### config.mk
export PLATFORM = sky130hd
export DESIGN_NAME = dnn_sample_feeder
export DESIGN_NICKNAME = d
export VERILOG_FILES = /design/src/rtl/dnn_sample_feeder_pkg.sv /design/src/rtl/dnn_sample_feeder_label_pipe.sv /design/src/rtl/dnn_sample_feeder.sv
export SDC_FILE = /design/constraint.sdc
export NUM_CORES = 2
export LEC_CHECK = 0
export CAP_MARGIN = 0
export CORE_ASPECT_RATIO = 1.2
export CORE_UTILIZATION = 44
export DETAILED_ROUTE_END_ITERATION = 6
export PLACE_DENSITY_LB_ADDON = 0.3
export SYNTH_ARGS = -nofsm -noshare
export SYNTH_HDL_FRONTEND = slang
export SYNTH_SLANG_ARGS = --single-unit
### constraint.sdc
create_clock -name clk -period 17.65 [get_ports clk]
set_input_delay 5.295 -clock clk [delete_from_list [all_inputs] [get_ports clk]]
set_output_delay 5.295 -clock clk [all_outputs]
set_load 0.02 [all_outputs]
### src/rtl/dnn_sample_feeder_pkg.sv
// Shared definitions for the DNN sample feeder: default geometry, width helpers
// and the sample record carried through the input buffers.
package dnn_sample_feeder_pkg;

  function automatic int calc_cpc(input int n_in, input int acts_per_clk);
    return n_in / acts_per_clk + 2;
  endfunction

  // Index width that never collapses to zero bits.
  function automatic int clog2_w(input int n);
    return (n > 2) ? $clog2(n) : 1;
  endfunction

  localparam int SF_WIDTH        = 10;
  localparam int SF_WIDTH_IN     = 8;
  localparam int SF_N_IN         = 64;
  localparam int SF_N_OUT        = 4;
  localparam int SF_ACTS_PER_CLK = 16;
  localparam int SF_YS_PER_CLK   = 1;
  localparam int SF_L            = 3;
  localparam int SF_CNT_WIDTH    = 32;
  localparam int SF_LABEL_W      = clog2_w(SF_N_OUT);

  typedef struct packed {
    logic [SF_N_IN*SF_WIDTH_IN-1:0] act;
    logic [SF_LABEL_W-1:0]          label;
    logic [SF_WIDTH-1:0]            eta;
  } sample_t;

endpackage

### src/rtl/dnn_sample_feeder_label_pipe.sv
// Depth-L delay line of {label, valid}, advanced once per block cycle so the
// label of a streamed sample lines up with the DNN decision it produces.
module dnn_label_pipe
  import dnn_sample_feeder_pkg::*;
#(
  parameter int DEPTH = SF_L,
  parameter int LBL_W = SF_LABEL_W
) (
  input  logic             clk,
  input  logic             reset,
  input  logic             en,
  input  logic [LBL_W-1:0] in_label,
  input  logic             in_vld,
  output logic [LBL_W-1:0] tail_label,
  output logic             tail_vld
);

  logic [LBL_W-1:0] lbl_p [DEPTH];
  logic [DEPTH-1:0] vld_p;

  always_ff @(posedge clk) begin
    if (!reset) begin
      vld_p <= '0;
    end else if (en) begin
      vld_p[0] <= in_vld;
      for (int i = 1; i < DEPTH; i++) vld_p[i] <= vld_p[i-1];
    end
  end

  always_ff @(posedge clk) begin
    if (en) begin
      lbl_p[0] <= in_label;
      for (int i = 1; i < DEPTH; i++) lbl_p[i] <= lbl_p[i-1];
    end
  end

  assign tail_label = lbl_p[DEPTH-1];
  assign tail_vld   = vld_p[DEPTH-1];

endmodule

### src/rtl/dnn_sample_feeder.sv
// Training-sample source/sink for the DNN: double-buffers whole samples, streams
// them in per-clock chunks on a mirrored block counter and scores the decisions.
module dnn_sample_feeder
  import dnn_sample_feeder_pkg::*;
#(
  parameter int width        = SF_WIDTH,
  parameter int width_in     = SF_WIDTH_IN,
  parameter int n_in         = SF_N_IN,
  parameter int n_out        = SF_N_OUT,
  parameter int acts_per_clk = SF_ACTS_PER_CLK,
  parameter int ys_per_clk   = SF_YS_PER_CLK,
  parameter int cpc          = calc_cpc(n_in, acts_per_clk),
  parameter int L            = SF_L,
  parameter int cnt_width    = SF_CNT_WIDTH
) (
  input  logic                             clk,
  input  logic                             reset,
  input  logic                             s_valid,
  output logic                             s_ready,
  input  logic [n_in*width_in-1:0]         s_act,
  input  logic [clog2_w(n_out)-1:0]        s_label,
  input  logic [width-1:0]                 s_eta,
  output logic [width_in*acts_per_clk-1:0] a_in,
  output logic [ys_per_clk-1:0]            y_in,
  output logic [width-1:0]                 eta_in,
  input  logic [n_out-1:0]                 dnn_a_out_alln,
  output logic                             res_valid,
  output logic                             res_correct,
  output logic [cnt_width-1:0]             total_cnt,
  output logic [cnt_width-1:0]             correct_cnt
);

  localparam int ACT_W   = n_in * width_in;
  localparam int LBL_W   = clog2_w(n_out);
  localparam int CHUNK_W = width_in * acts_per_clk;
  localparam int NCHUNK  = cpc - 2;
  localparam int YW      = NCHUNK * ys_per_clk;
  localparam int CNT_W   = clog2_w(cpc);

  typedef struct packed {
    logic [ACT_W-1:0] act;
    logic [LBL_W-1:0] label;
    logic [width-1:0] eta;
  } rec_t;

  function automatic logic [cnt_width-1:0] sat_inc(input logic [cnt_width-1:0] v);
    return (&v) ? v : v + 1'b1;
  endfunction

  logic [CNT_W-1:0]   cnt, cnt_nxt;
  logic               boundary, xfer, load;
  logic               hold_full, act_valid, vld_nxt;
  rec_t               hold_p0, act_p1, act_nxt;
  logic [YW-1:0]      onehot;
  logic [CHUNK_W-1:0] a_nxt;
  logic [ys_per_clk-1:0] y_nxt;
  logic [width-1:0]   eta_nxt;
  logic [LBL_W-1:0]   tail_label;
  logic               tail_vld, score, hit;

  assign boundary = (cnt == CNT_W'(cpc - 1));
  assign s_ready  = reset & ~hold_full;
  assign xfer     = s_valid & s_ready;
  assign load     = boundary & hold_full;
  assign score    = (cnt == CNT_W'(1)) & tail_vld;

  // Outputs are registered from next-state values so chunk k is on a_in
  // exactly while the DNN's cycle index reads k.
  always_comb begin
    cnt_nxt = boundary ? '0 : cnt + 1'b1;
    act_nxt = load ? hold_p0 : act_p1;
    vld_nxt = boundary ? hold_full : act_valid;
    onehot  = '0;
    for (int k = 0; k < YW; k++) onehot[k] = (int'(act_nxt.label) == k);
    a_nxt   = '0;
    y_nxt   = '0;
    eta_nxt = '0;
    if (vld_nxt) begin
      eta_nxt = act_nxt.eta;
      for (int k = 0; k < NCHUNK; k++) begin
        if (int'(cnt_nxt) == k) begin
          a_nxt = act_nxt.act[k*CHUNK_W +: CHUNK_W];
          y_nxt = onehot[k*ys_per_clk +: ys_per_clk];
        end
      end
    end
    hit = 1'b0;
    for (int k = 0; k < n_out; k++) begin
      if (int'(tail_label) == k) hit = dnn_a_out_alln[k];
    end
  end

  // Stage p0 holding buffer -> stage p1 active buffer at the block boundary
  always_ff @(posedge clk) begin
    if (!reset) begin
      cnt         <= '0;
      hold_full   <= 1'b0;
      act_valid   <= 1'b0;
      a_in        <= '0;
      y_in        <= '0;
      eta_in      <= '0;
      res_valid   <= 1'b0;
      res_correct <= 1'b0;
      total_cnt   <= '0;
      correct_cnt <= '0;
    end else begin
      cnt       <= cnt_nxt;
      act_valid <= vld_nxt;
      if (boundary) hold_full <= 1'b0;
      if (xfer)     hold_full <= 1'b1;
      a_in        <= a_nxt;
      y_in        <= y_nxt;
      eta_in      <= eta_nxt;
      res_valid   <= score;
      res_correct <= score & hit;
      if (score) begin
        total_cnt <= sat_inc(total_cnt);
        if (hit) correct_cnt <= sat_inc(correct_cnt);
      end
    end
  end

  always_ff @(posedge clk) begin
    if (xfer) hold_p0 <= '{act: s_act, label: s_label, eta: s_eta};
    if (load) act_p1  <= hold_p0;
  end

  // Labels ride alongside the network's L-block latency
  dnn_label_pipe #(
    .DEPTH (L),
    .LBL_W (LBL_W)
  ) u_label_pipe (
    .clk        (clk),
    .reset      (reset),
    .en         (boundary),
    .in_label   (hold_p0.label),
    .in_vld     (hold_full),
    .tail_label (tail_label),
    .tail_vld   (tail_vld)
  );

endmodule

==> flow_summary.toml <==
[run_status]
status = "complete, no violations"

[worst_setup_path]
startpoint_type = "primary input"
crit_arrival_ps = 6960
regToRegEndpoint = "act_p1[203]$_DFF_P_"
crit_path_end_kind = "output pin"
critPathMaxStageDelay_ps = 610
crit_type = "primary input to output pin"
crit_slowest_cell = "clkdlybuf4s50_1"
path_common_cell = "clkdlybuf4s50_1"
cp_max_fo = 29
critPathRequiredTime_ps = 12350
r2r-start = "cnt[0]$_SDFF_PN0_"
path_cells = "clkdlybuf4s50_1 > buf_4 > clkinv_1 > nor2_1 > clkdlybuf4s50_1"
reg2regPathDepth = 8
r2r_slack_ps = 12470

[timing]
drv_slew = 0
fin_tns_setup_ps = 0
finalCritPeriodShare_pct = 69.5
layout_min_cycle_time_ps = 12260
rsz0062_at_grt = "no"
maxSlewHeadroom_pct = 21.0
worst_pin_slew_ps = 1190
setup_viol = 0
hold_viol = 0
fmax_mhz = 81.6
fin_skew_ps = 42.8

[clock_network]
path_clk_slew_ps = 60
h-tree-depth = 3
cts_sinks = 1267
insertion_delay_ps = 710
ctsLongestPathBuffers = 3
cts_hold_buf = 0
cts_root_buf = "clkbuf_16"
numCtsBuffers = 119
cts_tree = "yes"
post_cts_resized = 0
cts_setup_buffers = 0

[grt]
grt_pass1_vias = 28700
grt_pass1_wl_mm = 171
track_usage_pct = 22.4
grt_max_degree = 192
antenna_found_initial = 61
gr-total-overflow = 0

[synthesis]
synth.distinct_cells = 59
synth-seq-cells = 1267
synth_edf_count = 530
syn_area_per_cell_um2 = 11.5
ys_warn_count = 0
synthesis.nets = 4333
synth.area.top_cells = "edfxtp_1 36%, dfxtp_1 34%, nand2_1 11%, mux2_2 3.4%, mux2i_1 3.2%"
synth.largest_area_cell = "edfxtp_1"
yosys_most_used_dff = "dfxtp_1"
async_flop_share_pct = 0
synth_top_area_share_pct = 36.4
netlist_instances = 3800
ys_seq_area_share_pct = 70.2
synth_area_um2 = 43700

[flow_run]
drv_cap = 0

[pwr]
powerDensity_nw_per_um2 = 113
p_total_mw = 6.34
power_leakage_nw = 21.6
vdd_drop_max_uv = 96.1

[layout]
syn2layout_area_growth_pct = 28.4
layout.nets = 4996
drive_above_1_share_pct = 8.14

[hold_path]
holdPathStages = 2
hold_end = "act_p1[495]$_DFF_P_"
holdCritStartpoint = "hold_p0[495]$_DFFE_PP_"
hp-class = "flip-flop to flip-flop"

[floorplanning]
fp.dieW_um = 290
die_height_um = 347
core-area_um2 = 98400
placementRows = 126
start_util_pct = 44.4
io_pins = 737
die_area_um2 = 101000

[placement]
place.gp.congestion = 0.837
portBuffers = 736
dp_hpwl_mm = 74.2

[route]
vias = 29800
routed-wl-met2_mm = 57.5
post-route-drc-count = 0
drt-total-wl_mm = 116
routedWlPerCell_um = 19.7
antenna_left = 0
wl_met1_mm = 44.7
firstDrtPassIters = 5
drt_iter0_drc = 1804
met3WireLength_mm = 9.41
routed.top_layer = "met5"
drt-vias-per-instance = 5.05
## registers in the layout, summed over array words and instances (netlist names)
register / flops
total_cnt: 32
res_valid: 1
hold_p0: 524
u_label_pipe.vld_p: 3
a_in: 128
y_in: 1
hold_full: 1
cnt: 3
act_p1: 524
act_valid: 1
correct_cnt: 32
res_correct: 1
u_label_pipe.lbl_p: 6
eta_in: 10
## metal layers
layer	vias to the layer above	track usage, %
li1	14400	-
met1	14300	26.4
met4	50	10.1
met3	229	6.35
met2	843	37.4
met5	-	0
## cells by family after synthesis
group                      synth area share (%)
buffers and inverters                      2.25
xor gates and xnor gates                 0.0802
muxes                                      6.66
AOI/OAI and AO/OA                          6.66
and+or+nand+nor                            14.1
adders and majority gates                0.0573
DFF                                        70.2
## final cells by class
cell class / count / area, µm²
antenna: 39 / 97.6
fill: 8220 / 42300
inverter: 13 / 51.3
clock buffer: 175 / 3450
clock inverter: 53 / 490
timing repair buffer: 766 / 7670
sequential: 1267 / 30700
multi-input combinational: 2296 / 12100
tap: 1280 / 1600
## synthesized netlist by cell type (all sizes together), types with 10 or more instances
cell    number
o31ai       17
or3         27
inv         12
mux2       131
a22oi      127
clkbuf     143
nand2b      10
nor2       148
nand2     1229
or4         17
nand3       21
edfxtp     530
mux2i      141
a21oi      187
nand4       18
o21ai      158
buf         81
dfxtp      737
## cells in the final DEF, fill, tap and decap left out, types with 3 or more instances in the layout
cell type,instances
a21oi_1,187
a22oi_1,127
a31o_2,3
and2_1,5
and3_1,8
and4_1,7
buf_12,6
buf_4,24
bufinv_16,5
clkbuf_1,33
clkbuf_16,122
clkbuf_8,20
clkdlybuf4s50_1,736
clkinv_1,11
clkinv_16,3
clkinv_2,28
dfxtp_1,734
dfxtp_4,3
diode_2,39
edfxtp_1,530
inv_1,11
inv_6,3
mux2_2,131
mux2i_1,141
nand2_1,1229
nand2b_1,10
nand3_1,20
nand4_1,15
nand4_2,3
nor2_1,146
nor2b_1,3
nor3_1,3
nor4_1,6
o21ai_0,155
o31ai_1,16
or3_1,25
or4_1,16
xnor2_1,3
## worst max-delay path: cells and delay by family
family                 cells  cell delay (ps)
buffers and inverters      4             1560
and+or+nand+nor            1              110
## stage by stage
step / hold WS (ps) / instances / area (µm²) / utilization [%] / setup slack (ps)
2_1_floorplan: 400 / 3800 / 43700 / - / 4990
3_3_place_gp: 404 / 5622 / 52100 / 52.9 / 5370
3_5_place_dp: 409 / 5622 / 52100 / 52.9 / 5390
4_1_cts: 400 / 5850 / 56000 / 56.9 / 5380
5_1_grt: 409 / 5886 / 56100 / 57.0 / 5290
6_report: 399 / 5889 / 56100 / 57.0 / 5390
## worst max path at each step
stage | startpoint | endpoint
floorplan | reset | hold_p0[0]$_DFFE_PP_
global placement | reset | s_ready
detailed placement | reset | s_ready
CTS | reset | s_ready
global route | reset | s_ready
finish | reset | s_ready
## power by group
group / switching (mW) / total, mW / internal [mW]
Clock: 1.10 / 2.54 / 1.43
Combinational: 0.213 / 0.443 / 0.230
Sequential: 0.0884 / 3.36 / 3.27
Total: 1.41 / 6.34 / 4.94
(Power assumes the default switching activity.)
